--- src/rtl/timer_display_if.sv ---
// Signal bundle between the countdown timer (master) and the display scanner (slave).
// There is no valid/ready: the timer holds its digits steady and the scanner samples them once per frame.
interface timer_display_if;
   logic [3:0] val0;
   logic [3:0] val1;
   logic [3:0] val2;
   logic [3:0] val3;
   logic       stop;
   logic [3:0] ssd_ctl;
   logic [7:0] ssd_out;

   modport master (
      output val0, val1, val2, val3, stop,
      input  ssd_ctl, ssd_out
   );

   modport slave (
      input  val0, val1, val2, val3, stop,
      output ssd_ctl, ssd_out
   );
endinterface

--- src/rtl/timer_display.sv ---
// Four-digit common-anode MM:SS scanner with per-frame input capture,
// minutes-tens zero blanking, colon on digit 2 and blinking while stopped.
module timer_display #(
   parameter int SCAN_DIV     = 25000,
   parameter int BLINK_FRAMES = 250
) (
   input  logic            clk,
   input  logic            rst_n,
   timer_display_if.slave  bus
);

   localparam int SW = (SCAN_DIV > 1) ? $clog2(SCAN_DIV) : 1;
   localparam int BW = (BLINK_FRAMES > 1) ? $clog2(BLINK_FRAMES) : 1;
   localparam logic [SW-1:0] SCNT_MAX = SW'(SCAN_DIV - 1);
   localparam logic [BW-1:0] BCNT_MAX = BW'(BLINK_FRAMES - 1);

   logic [SW-1:0]     scnt;
   logic [1:0]        sel;
   logic [3:0][3:0]   sh_val;
   logic              sh_stop;
   logic [BW-1:0]     bcnt;
   logic              phase;
   logic              frame;
   logic [3:0]        digit;
   logic [6:0]        seg;
   logic              blank;
   logic [3:0]        ctl_next;
   logic [7:0]        out_next;

   assign frame = (scnt == '0) && (sel == 2'd0);

   always_ff @(posedge clk or negedge rst_n) begin
      if (!rst_n) begin
         scnt <= '0;
         sel  <= 2'd0;
      end else if (scnt == SCNT_MAX) begin
         scnt <= '0;
         sel  <= sel + 2'd1;
      end else begin
         scnt <= scnt + 1'b1;
      end
   end

   // The live stop decides a clear so the display comes back from the capturing
   // boundary; the previous shadow stop decides whether the blink count runs.
   always_ff @(posedge clk or negedge rst_n) begin
      if (!rst_n) begin
         sh_val  <= '0;
         sh_stop <= 1'b0;
         bcnt    <= '0;
         phase   <= 1'b1;
      end else if (frame) begin
         sh_val  <= {bus.val3, bus.val2, bus.val1, bus.val0};
         sh_stop <= bus.stop;
         if (!bus.stop) begin
            bcnt  <= '0;
            phase <= 1'b1;
         end else if (sh_stop) begin
            if (bcnt == BCNT_MAX) begin
               bcnt  <= '0;
               phase <= ~phase;
            end else begin
               bcnt <= bcnt + 1'b1;
            end
         end
      end
   end

   always_comb begin
      digit = sh_val[sel];
      seg   = 7'b1111110;
      case (digit)
         4'd0: seg = 7'b0000001;
         4'd1: seg = 7'b1001111;
         4'd2: seg = 7'b0010010;
         4'd3: seg = 7'b0000110;
         4'd4: seg = 7'b1001100;
         4'd5: seg = 7'b0100100;
         4'd6: seg = 7'b0100000;
         4'd7: seg = 7'b0001111;
         4'd8: seg = 7'b0000000;
         4'd9: seg = 7'b0000100;
         default: seg = 7'b1111110;
      endcase
      blank = !phase || ((sel == 2'd3) && (sh_val[3] == 4'd0));
      if (blank) begin
         ctl_next = 4'b1111;
         out_next = 8'hFF;
      end else begin
         ctl_next = ~(4'b0001 << sel);
         out_next = {seg, (sel != 2'd2)};
      end
   end

   always_ff @(posedge clk or negedge rst_n) begin
      if (!rst_n) begin
         bus.ssd_ctl <= 4'b1111;
         bus.ssd_out <= 8'hFF;
      end else begin
         bus.ssd_ctl <= ctl_next;
         bus.ssd_out <= out_next;
      end
   end

endmodule

--- src/flat_wrapper.sv ---
// flat-port wrapper written by rule: the top's interface ports become plain ports
module timer_display_flat 
#(
   parameter int SCAN_DIV     = 25000,
   parameter int BLINK_FRAMES = 250
)
  (clk, rst_n, bus_val0, bus_val1, bus_val2, bus_val3, bus_stop, bus_ssd_ctl, bus_ssd_out);
  timer_display_if bus_i ();
  input  logic clk;
  input  logic rst_n;
  input wire logic [$bits(bus_i.val0)-1:0] bus_val0;
  input wire logic [$bits(bus_i.val1)-1:0] bus_val1;
  input wire logic [$bits(bus_i.val2)-1:0] bus_val2;
  input wire logic [$bits(bus_i.val3)-1:0] bus_val3;
  input wire logic [$bits(bus_i.stop)-1:0] bus_stop;
  output wire logic [$bits(bus_i.ssd_ctl)-1:0] bus_ssd_ctl;
  output wire logic [$bits(bus_i.ssd_out)-1:0] bus_ssd_out;
  assign bus_i.val0 = bus_val0;
  assign bus_i.val1 = bus_val1;
  assign bus_i.val2 = bus_val2;
  assign bus_i.val3 = bus_val3;
  assign bus_i.stop = bus_stop;
  assign bus_ssd_ctl = bus_i.ssd_ctl;
  assign bus_ssd_out = bus_i.ssd_out;
  timer_display #(.SCAN_DIV(SCAN_DIV), .BLINK_FRAMES(BLINK_FRAMES)) u_core (.clk(clk), .rst_n(rst_n), .bus(bus_i));
endmodule
--- config.mk ---
export PLATFORM = sky130hd
export DESIGN_NAME = timer_display_flat
export DESIGN_NICKNAME = d
export VERILOG_FILES = /design/src/rtl/timer_display_if.sv /design/src/rtl/timer_display.sv /design/src/flat_wrapper.sv
export SDC_FILE = /design/constraint.sdc
export NUM_CORES = 1
export LEC_CHECK = 0
export BUFFER_PORTS_ARGS = -buffer_cell sky130_fd_sc_hd__buf_2
export CORE_AREA = 2 2 72 74
export CTS_CLUSTER_DIAMETER = 120
export DETAILED_ROUTE_END_ITERATION = 7
export DIE_AREA = 0 0 74 76
export PLACE_DENSITY = 0.75
export SYNTH_ARGS = -nofsm -noshare
export SYNTH_HDL_FRONTEND = slang
export SYNTH_SLANG_ARGS = --single-unit
--- constraint.sdc ---
create_clock -name clk -period 2.4 [get_ports clk]
set_input_delay 0.24 -clock clk [delete_from_list [all_inputs] [get_ports clk]]
set_output_delay 0.24 -clock clk [all_outputs]
set_load 0.05 [all_outputs]
Word-level counts from Yosys, hierarchy flattened
Memories as Yosys holds them, arrays and structs flattened.
Index checks and enable logic that the tools add are counted.
- bits in registers: 55
- ROM bits: 112
- input port bits: 19
- memories: 1
- memories (memory ; words ; width ; rd ports ; clocked after memory_dff ; wr ports ; line ; source):
    (name not given) ; 16 ; 7 ; 1 ; 0 ; 0 ; timer_display.sv:72 ; case (digit)
- add/subtract/negate cells: 3
- $lt $le $gt $ge: 1
- equal/unequal tests: 6
- shifts and indexed selects: 1
- mux-type cells: 11
- bitwise operators: 2
- reductions and logical operators: 9
- operator list (cell ; number):
    8-bit two-way mux ; 4
    15-bit by 1-bit adder with 15-bit output, second input constant ; 1
    15-bit == test, second input constant ; 1
    15-bit logical NOT ; 1
    15-bit two-way mux ; 1
    8-bit by 1-bit adder with 8-bit output, second input constant ; 1
    4-bit binary-select mux with 2-bit select ; 1
    8-bit == test, second input constant ; 1
    4-bit two-way mux ; 2
    4-bit logical NOT ; 1
    2-bit by 1-bit inequality test with 1-bit output, second input constant ; 2
    4-bit NOT ; 1
    1-bit by 2-bit left shift with 4-bit output, first input constant ; 1
    2-bit by 3-bit < comparator with 1-bit output, second input constant ; 1
    1-bit two-way mux ; 3
    3-bit AND reduction ; 1
    2-bit by 1-bit adder with 2-bit output, second input constant ; 1
    2-bit == test, second input constant ; 1
    1-bit logical AND ; 2
    2-bit logical NOT ; 1
    2-bit inequality test, second input constant ; 1
    2-bit AND reduction ; 1
    1-bit logical NOT ; 1
    1-bit logical OR ; 1
    1-bit NOT ; 1

Longest topological paths before layout
Gate-level depths: netlist of the first run.
- depth after elaboration: 4
- mapped depth: 9

Worst setup path before layout of the first run
OpenSTA, ideal clock, no wires.
- kind: flip-flop to flip-flop
- start: register u_core.sel[0]
- end: register u_core.phase
- data arrival time: 1.945 ns
- setup slack: 0.373 ns
- cell stages (with the launch flop): 8
- clock period less this slack: 2.027 ns
- path through: dfrtp_1 clkbuf_2 inv_1 ha_1 nor4bb_1 nand4_1 nor3_1 mux2_2
- cells in the longest elaborated chain, start to end: 3
- ends and longest elaborated chain (element ; line ; source):
    start: declaration ; timer_display.sv:18 ; logic [1:0] sel;
    start signal: assignment ; timer_display.sv:38 ; sel <= sel + 2'd1;
    2-bit logical NOT ; timer_display.sv:30 ; assign frame = (scnt == '0) && (sel == 2'd0);
    1-bit logical AND ; timer_display.sv:30 ;
    3-bit AND reduction (no source line) ; n/a ;
    end signal: assignment ; timer_display.sv:61 ; phase <= ~phase;
    end: declaration ; timer_display.sv:22 ; logic phase;
No other way between the ends.
A chain may end at the register's enable or synchronous reset.

Worst setup path in the final report of the first run
Same ends and word-level chain as after synthesis.

==> metrics.yaml, run 1 <==
required_ps: 2640
powerDensity_nw_per_um2: 561
drv_slew: 0
path_cells: "inv_1 -> ha_1 -> nor4bb_1 -> nand4_1 -> buf_4 -> nor3_1 -> mux2_2"
fin_crit_ps: 2100
finalCritPeriodShare_pct: 87.3
die-area_sq_um: 5620
cts_buffers: 5
layout.nets: 336
synth_common_cells: "nand2_1 (69), dfrtp_1 (42), nor2_1 (19), ha_1 (15), dfstp_2 (12)"
hp-class: "input port to asynchronous set/reset pin"
final_area_sq_um: 3060
cp.buffers_inverters: 2
fin_hold_ws_ps: 38.5
final_core_util_pct: 62.3
grt_setup_unrepaired: "no"
layout-drive-gt1-share_pct: 23.4
finalSetupViolations: 0
first_pass_iters: 4
drtIter0Drc: 156
outcome: "finished clean"
worst_slack_ps: 304
worstPathArrival_ps: 2330
post-place-ws_ps: 340
report.power.total_mw: 1.72
cpPeakStageDelay_ps: 410
avgRoutedWirePerCell_um: 13.0
syn-num-nets: 300
dp_hpwl_mm: 3.52
avgSynthCellArea_sq_um: 10.1
cap_violations: 0
grt_pass1_vias: 1933
cts_setup_buffers: 0
fin_skew_ps: 6.77
clkTransAtPathRegs_ps: 100
cts_tree: "yes"
fmax_mhz: 477
layout.cells.non_filler: 373
wl_mm: 4.85
crit_type: "register to register"
synth.area.top_cells: "dfrtp_1 (39%), dfstp_2 (12%), nand2_1 (9.6%), ha_1 (7.0%), mux4_2 (3.3%)"
ir_worst_vdd_mv: 0.277
antenna_found_initial: 0
rows: 26
yosys.area.top_type: "dfrtp_1"
gp_congestion: 0.845
die-height_um: 76
crit_fanout: 25
synth_most_common_cell: "nand2_1"
port_buffers: 30
slowest_stage: "nor4bb_1"
ioPinCount: 31
slew_headroom_pct: 56.1
endpoint_kind: "register"
ctsResizeCount: 0
met2RoutedLength_mm: 2.37
yosys_most_used_dff: "dfrtp_1"
postSynthCellCount: 266
setup_tns_ps: 0
synth_area_sq_um: 2700
syn2layout_area_growth_pct: 13.4
wl_met3_um: 162
grt_usage_pct: 19.7
synthDominantCellAreaShare_pct: 39.0
synth-seq-area-share_pct: 50.6
place_area_sq_um: 2950
ys_ff_latch: 54
crit_family: "simple AND/OR/NAND/NOR gates"
coreArea_sq_um: 4910
viasPerCell: 5.18
worstMarginPinSlew_ps: 659
cts.path.max_buffers: 2
synth-edff-count: 0
root_buffer: "clkbuf_8"
start_util_pct: 54.9
drc: 0
clk_latency_ps: 300
hold_viol_final: 0
ctsHoldBuffers: 0
n_antenna_cell: 0
dp.cells: 365
synthArstFlopShare_pct: 100
grt_pass1_wl_mm: 8.74
yosys_warnings: 0
critPathLaunchType: "register"
total_leakage_power_nw: 1.41
cts_sinks: 54
wl_met1_mm: 2.30
top_layer_used: "met4"
htreeDepth: 2
ant_nets: 0
synth.distinct_cells: 44
route.vias.total: 1932
die_w_um: 74
grt-ovfl-total: 0
grt_max_degree: 55
==> flip-flops by register name, summed over array words and instances (netlist names) <==
signal	count
u_core.bus.ssd_out	7
u_core.scnt	15
u_core.sel	2
u_core.sh_stop	1
u_core.sh_val	16
u_core.phase	1
u_core.bcnt	8
u_core.bus.ssd_ctl	4
==> report_power, final <==
| group | total [mW] | internal (mW) | switching, mW |
|---|---|---|---|
| combinational | 0.155 | 0.0467 | 0.108 |
| clock | 0.601 | 0.308 | 0.293 |
| sequential | 0.961 | 0.948 | 0.0138 |
| total | 1.72 | 1.30 | 0.415 |
==> cell type report <==
type                            count  area (sq um)
Fill cell                         428          1850
Sequential cell                    54          1370
Multi-Input combinational cell    193          1250
Timing Repair Buffer               37           203
Tap cell                           70          87.6
Clock buffer                        5          68.8
Inverter                           11          41.3
Clock inverter                      3          40.0
==> logic make-up (layout without fill, tap and decap cells) <==
family,after synthesis,after routing,share of synthesized area [%]
buf+inv,19,56,2.97
flops,54,54,50.6
xor+xnor,14,14,4.55
mux,8,8,5.06
fa+ha+maj,15,15,6.96
simple gates,127,127,22.2
compound gates,29,29,7.61
==> metal layers <==
metal,global-route usage (%),up-vias
met5,0,-
li1,-,971
met1,27.7,927
met3,4.10,2
met4,4.36,0
met2,31.4,32
==> worst paths after layout <==
kind | end | startpoint | slack [ps] | cells past startpoint
worst min register to register | u_core.sh_val[9] | u_core.sh_val[9] | 480 | 2
worst max-delay path | u_core.phase | u_core.sel[0] | 300 | 7
min in group clk | u_core.sh_val[10] | bus_val2[2] | 130 | 3
max in group asynchronous | u_core.sh_val[9] | rst_n | 1920 | 2
worst max register to register | u_core.phase | u_core.sel[0] | 300 | 7
worst min-delay path | u_core.scnt[3] | rst_n | 40 | 2
==> placed cells by master (no fill, tap or decap), drive strengths merged, types with 2 or more instances in the layout <==
cell type / synthesis / final
nor4: 7 / 7
xnor2: 8 / 8
nand3: 9 / 9
a21oi: 3 / 3
xor2: 6 / 6
clkbuf: 4 / 5
nand4: 5 / 5
buf: 4 / 37
inv: 11 / 11
o21ai: 9 / 9
dfrtp: 42 / 42
mux4: 4 / 4
clkinv: 0 / 2
o211ai: 4 / 4
or2: 2 / 2
nor3: 7 / 7
a22o: 5 / 5
mux2: 2 / 2
ha: 15 / 15
dfstp: 12 / 12
mux2i: 2 / 2
nor2: 19 / 19
nand2: 70 / 70
nor2b: 2 / 2
Note: power is estimated with default switching activity, not from simulation.
==> inputs of run 2 (changes only) <==
BUFFER_PORTS_ARGS = -buffer_cell sky130_fd_sc_hd__clkbuf_2   (was -buffer_cell sky130_fd_sc_hd__buf_2)
==> run 2 against run 1 <==
Register-to-register slack worse by 30 ps. Hold slack better by 5.7 ps. Sequential cell count unchanged. Wire length up 0.99%. Total power down 4.7%. Largest power group unchanged. Critical endpoint unchanged. Die area unchanged. Design area down 0.45%. Sequential power about the same. Critical path type unchanged. Sequential share of layout area up 0.20 points. Utilization down 0.28 points. Global-route usage down 0.30 points.
==> metrics.yaml, run 2 (synthesis gave the netlist of run 1 again) <==
ir_worst_vdd_mv: 0.244  # was 0.277 mV
die-height_um: 76  # unchanged
ant_nets: 0  # unchanged
grt_usage_pct: 19.4  # was 19.7%
syn2layout_area_growth_pct: 12.8  # was 13.4%
finalCritPeriodShare_pct: 88.7  # was 87.3%
n_antenna_cell: 0  # unchanged
cts_setup_buffers: 0  # unchanged
ioPinCount: 31  # unchanged
drc: 0  # unchanged
switching_share_pct: 25.0  # was 24.2%
rows: 26  # unchanged
ctsHoldBuffers: 0  # unchanged
crit_type: "register to register"  # unchanged
p_int_mw: 1.23  # was 1.30 mW
avgRoutedWirePerCell_um: 13.1  # was 13.0 um
layout-drive-gt1-share_pct: 23.4  # unchanged
setup_tns_ps: 0  # unchanged
cts_tree: "yes"  # unchanged
worstMarginPinSlew_ps: 655  # was 659 ps
grt_pass1_wl_mm: 8.64  # was 8.74 mm
start_util_pct: 54.9  # unchanged
cts.path.max_buffers: 2  # unchanged
grt_max_degree: 55  # unchanged
first_pass_iters: 4  # unchanged
cap_violations: 0  # unchanged
largest-register: "u_core.sh_val"  # unchanged
grt_pass1_vias: 1928  # was 1933
reg_top3: "u_core.sh_val (16), u_core.scnt (15), u_core.bcnt (8)"  # unchanged
cts_sinks: 54  # unchanged
die_w_um: 74  # unchanged
fmax_mhz: 470  # was 477 MHz
crit_fanout: 25  # unchanged
hold_viol_final: 0  # unchanged
grt_setup_unrepaired: "no"  # unchanged
viasPerCell: 5.22  # was 5.18
slew_headroom_pct: 56.4  # was 56.1%
fin_skew_ps: 5.09  # was 6.77 ps
hp-class: "input port to asynchronous set/reset pin"  # unchanged
critPathLaunchType: "register"  # unchanged
route.vias.total: 1947  # was 1932
port_buffers: 30  # unchanged
root_buffer: "clkbuf_8"  # unchanged
layout.nets: 336  # unchanged
endpoint_kind: "register"  # unchanged
largest_reg_flops: 16  # unchanged
switchingPower_uw: 409  # was 415 uW
powerDensity_nw_per_um2: 537  # was 561 nW/um^2
fin_crit_ps: 2130  # was 2100 ps
outcome: "finished clean"  # unchanged
gp_congestion: 0.832  # was 0.845
wl_mm: 4.90  # was 4.85 mm
worstPathArrival_ps: 2360  # was 2330 ps
required_ps: 2630  # was 2640 ps
antenna_found_initial: 0  # unchanged
p_comb_share_pct: 9.5  # was 9.0%
clk_latency_ps: 300  # about the same
clkTransAtPathRegs_ps: 90  # was 100 ps
coreArea_sq_um: 4910  # unchanged
htreeDepth: 2  # unchanged
post-place-ws_ps: 333  # was 340 ps
dp_hpwl_mm: 3.52  # about the same
grt-ovfl-total: 0  # unchanged
worst_slack_ps: 272  # was 304 ps
total_leakage_power_nw: 1.42  # was 1.41 nW
layout_commonest_cell: "nand2_1"  # unchanged
seqPwrFrac_pct: 58.8  # was 56.0%
final_cell_mix: "nand2_1 (69), dfrtp_1 (42), clkbuf_2 (30)"  # was nand2_1 (69), dfrtp_1 (42), buf_2 (30)
finalSetupViolations: 0  # unchanged
cts_buffers: 5  # unchanged
drtIter0Drc: 86  # was 156
drv_slew: 0  # unchanged
ctsResizeCount: 0  # unchanged
pwr-share-clk_pct: 31.7  # was 35.0%
die-area_sq_um: 5620  # unchanged
## run 2: layout make-up
class / instances / area [sq um]
clock buffers: 6 / 82.6
flip-flops and latches: 54 / 1370
fillers: 400 / 1870
multi-input cells: 193 / 1250
repair buffers: 37 / 203
clock inverters: 2 / 12.5
well taps: 70 / 87.6
inverters: 11 / 41.3
## run 2: worst max-delay path: stages, from the launching register on
cell and delay [ps]:
dfrtp_1 390, inv_1 110, ha_1 180, nor4bb_1 410, nand4_1 140, buf_4 240
nor3_1 220, mux2_2 360
## run 2: power groups by stage
stage / Clock (mW) / Combinational [mW] / Sequential [mW]
detailed placement: 0 / 0.157 / 0.979
CTS: 0.539 / 0.157 / 0.962
global placement: 0 / 0.154 / 0.978
finish: 0.519 / 0.155 / 0.962
floorplan: 0 / 0.0529 / 1.02
global route: 0.579 / 0.174 / 0.966
## run 2: layer usage
layer	track usage (%)	vias up	share of wire [%]
met4	5.27	0	1.1
met3	4.10	6	2.8
met1	26.6	942	47
met5	0	-	0
li1	-	971	-
met2	31.2	28	49
## run 2: final timing paths
path | startpoint | to | slack (ps) | cells after the start
setup / recovery | u_core.sel[0] | u_core.phase | 270 | 7
hold / removal | rst_n | u_core.scnt[2] | 40 | 2
setup reg to reg | u_core.sel[0] | u_core.phase | 270 | 7
hold reg to reg | u_core.sh_val[8] | u_core.sh_val[8] | 480 | 2
max in group asynchronous | rst_n | u_core.sh_val[14] | 1920 | 2
min in group clk | bus_val2[2] | u_core.sh_val[10] | 120 | 3
## run 2: through the flow
step	cell area [sq um]	total power [mW]	utilization, %	hold WS [ps]	std cells
CTS	3040	1.66	62.0	72.8	373
global placement	2950	1.13	60.0	407	365
finish	3040	1.64	62.0	44.2	373
detailed placement	2950	1.14	60.0	404	365
floorplan	2700	1.07	-	-55.6	266
global route	3040	1.72	62.0	112	373
==> inputs of run 3 (changes only) <==
PLACE_DENSITY = unset   (was 0.75)
PLACE_DENSITY_LB_ADDON = 0.05   (was unset)
==> run 3 against run 2 <==
Non-clock buffer count rose by 3. Worst setup slack better by 87 ps. Wire length grew 4.8%. Critical endpoint unchanged.
==> metrics.yaml, run 3 (synthesis gave the netlist of run 1 again) <==
grt_max_degree: 29  # was 55
setup_tns_ps: 0  # unchanged
first_pass_iters: 4  # unchanged
layout-drive-gt1-share_pct: 23.9  # was 23.4%
route.vias.total: 1989  # was 1947
drtIter0Drc: 74  # was 86
worstSetupStartpoint: "u_core.sel[0]"  # unchanged
drv_slew: 0  # unchanged
reg2reg_slack_ps: 360  # was 270 ps
grt_setup_unrepaired: "no"  # unchanged
die-height_um: 76  # unchanged
ant_nets: 0  # unchanged
switchingPower_uw: 420  # was 409 uW
powerDensity_nw_per_um2: 595  # was 537 nW/um^2
layout.nets: 339  # was 336
endpoint: "u_core.phase"  # unchanged
p_comb_share_pct: 8.6  # was 9.5%
post-place-ws_ps: 198  # was 333 ps
port_buffers: 30  # unchanged
report.power.total_mw: 1.86  # was 1.64 mW
syn2layout_area_growth_pct: 16.0  # was 12.8%
outcome: "finished clean"  # unchanged
hp-class: "input port to register"  # was input port to asynchronous set/reset pin
clk_latency_ps: 300  # about the same
rows: 26  # unchanged
grt-ovfl-total: 0  # unchanged
layout_commonest_cell: "nand2_1"  # unchanged
crit_type: "register to register"  # unchanged
seqPwrFrac_pct: 51.6  # was 58.8%
wl_mm: 5.14  # was 4.90 mm
die_w_um: 74  # unchanged
reg_top3: "u_core.sh_val (16), u_core.scnt (15), u_core.bcnt (8)"  # unchanged
slew_headroom_pct: 53.5  # was 56.4%
dp_hpwl_mm: 3.72  # was 3.52 mm
layout.cells.non_filler: 376  # was 373
drc: 0  # unchanged
ir_worst_vdd_mv: 0.349  # was 0.244 mV
worst_slack_ps: 359  # was 272 ps
ctsResizeCount: 0  # unchanged
final_cell_mix: "nand2_1 (69), dfrtp_1 (42), clkbuf_2 (30)"  # unchanged
fmax_mhz: 490  # was 470 MHz
n_antenna_cell: 0  # unchanged
avgRoutedWirePerCell_um: 13.7  # was 13.1 um
finalSetupViolations: 0  # unchanged
p_int_mw: 1.44  # was 1.23 mW
grt_usage_pct: 20.2  # was 19.4%
crit_fanout: 9  # was 25
worstMarginPinSlew_ps: 698  # was 655 ps
coreArea_sq_um: 4910  # unchanged
ioPinCount: 31  # unchanged
cts_buffers: 5  # unchanged
reg2reg_from: "u_core.sel[0]"  # unchanged
fin_crit_ps: 2040  # was 2130 ps
total_leakage_power_nw: 1.46  # was 1.42 nW
fin_skew_ps: 7.85  # was 5.09 ps
switching_share_pct: 22.6  # was 25.0%
htreeDepth: 2  # unchanged
antenna_found_initial: 0  # unchanged
cts.path.max_buffers: 2  # unchanged
finalCritPeriodShare_pct: 85.1  # was 88.7%
die-area_sq_um: 5620  # unchanged
viasPerCell: 5.29  # was 5.22
grt_pass1_vias: 1990  # was 1928
largest_reg_flops: 16  # unchanged
cts_tree: "yes"  # unchanged
worstPathArrival_ps: 2280  # was 2360 ps
root_buffer: "clkbuf_8"  # unchanged
endpoint_kind: "register"  # unchanged
clkTransAtPathRegs_ps: 100  # was 90 ps
cts_sinks: 54  # unchanged
dp.cells: 365  # unchanged
critPathLaunchType: "register"  # unchanged
required_ps: 2640  # was 2630 ps
pwr-share-clk_pct: 39.8  # was 31.7%
start_util_pct: 54.9  # unchanged
gp_congestion: 0.788  # was 0.832
largest-register: "u_core.sh_val"  # unchanged
r2r-end: "u_core.phase"  # unchanged
rr_worst_depth: 7  # unchanged
grt_pass1_wl_mm: 9.05  # was 8.64 mm
cap_violations: 0  # unchanged
hold_viol_final: 0  # unchanged
==> run 3: changes by cell type in the layout (fill, tap and decap cells not counted) <==
cell	delta
buf_4	+1
clkinvlp_4	-1
dlygate4sd3_1	+1
clkinv_2	-1
bufinv_16	+2
buf_12	+1
==> run 3: area by class of cell <==
type                    instances  area (sq um)
well taps                      70          87.6
clock inverters                 2          60.1
flip-flops and latches         54          1370
clock buffers                   6          82.6
multi-input cells             193          1250
inverters                      11          41.3
repair buffers                 40           240
fillers                       406          1780
==> run 3: stage by stage <==
stage          instance area [sq um]  hold slack [ps]  utilization, %
3_5_place_dp                    2960              323            60.3
6_report                        3130              122            63.7
3_3_place_gp                    2960              315            60.3
2_1_floorplan                   2700            -55.6               -
5_1_grt                         3130              121            63.7
4_1_cts                         3110              120            63.4
==> run 3: worst min path at each step <==
stage                     cells after the start                end   startpoint  slack [ps]
after detailed placement                      1     u_core.scnt[0]        rst_n         320
after floorplan                               0     u_core.bcnt[0]        rst_n         -60
after global routing                          3  u_core.sh_val[12]  bus_val3[0]         120
after global placement                        1     u_core.scnt[0]        rst_n         320
after CTS                                     3  u_core.sh_val[13]  bus_val3[1]         120
final                                         3   u_core.sh_val[9]  bus_val2[1]         120
==> run 3: layer usage <==
| metal | share of wire, % | GRT usage [%] | vias to the layer above |
|---|---|---|---|
| met5 | 0 | 0 | - |
| met4 | 0.86 | 4.91 | 0 |
| met3 | 2.8 | 3.04 | 4 |
| met2 | 50 | 33.7 | 31 |
| met1 | 46 | 27.4 | 975 |
| li1 | - | - | 979 |
==> run 3: critical path, cell delays in order, from the launching register on <==
cell and delay [ps]:
dfrtp_1 390, inv_1 120, ha_1 190, nor4bb_1 370, nand4_1 150, buf_4 200, nor3_1 220, mux2_2 360
==> run 3: power by group through the flow <==
stage               registers [mW]  clock network, mW  logic (mW)
detailed placement           0.980                  0       0.161
global route                 0.966              0.785       0.178
global placement             0.978                  0       0.158
floorplan                     1.02                  0      0.0529
finish                       0.962              0.741       0.160
CTS                          0.962              0.756       0.163
==> run 3: timing repair <==
action                                  CTS  global route
endpoints found under the hold margin    20             0
hold buffers                              1             0
buffers inserted                          0             2
endpoints found under the setup margin    0             2
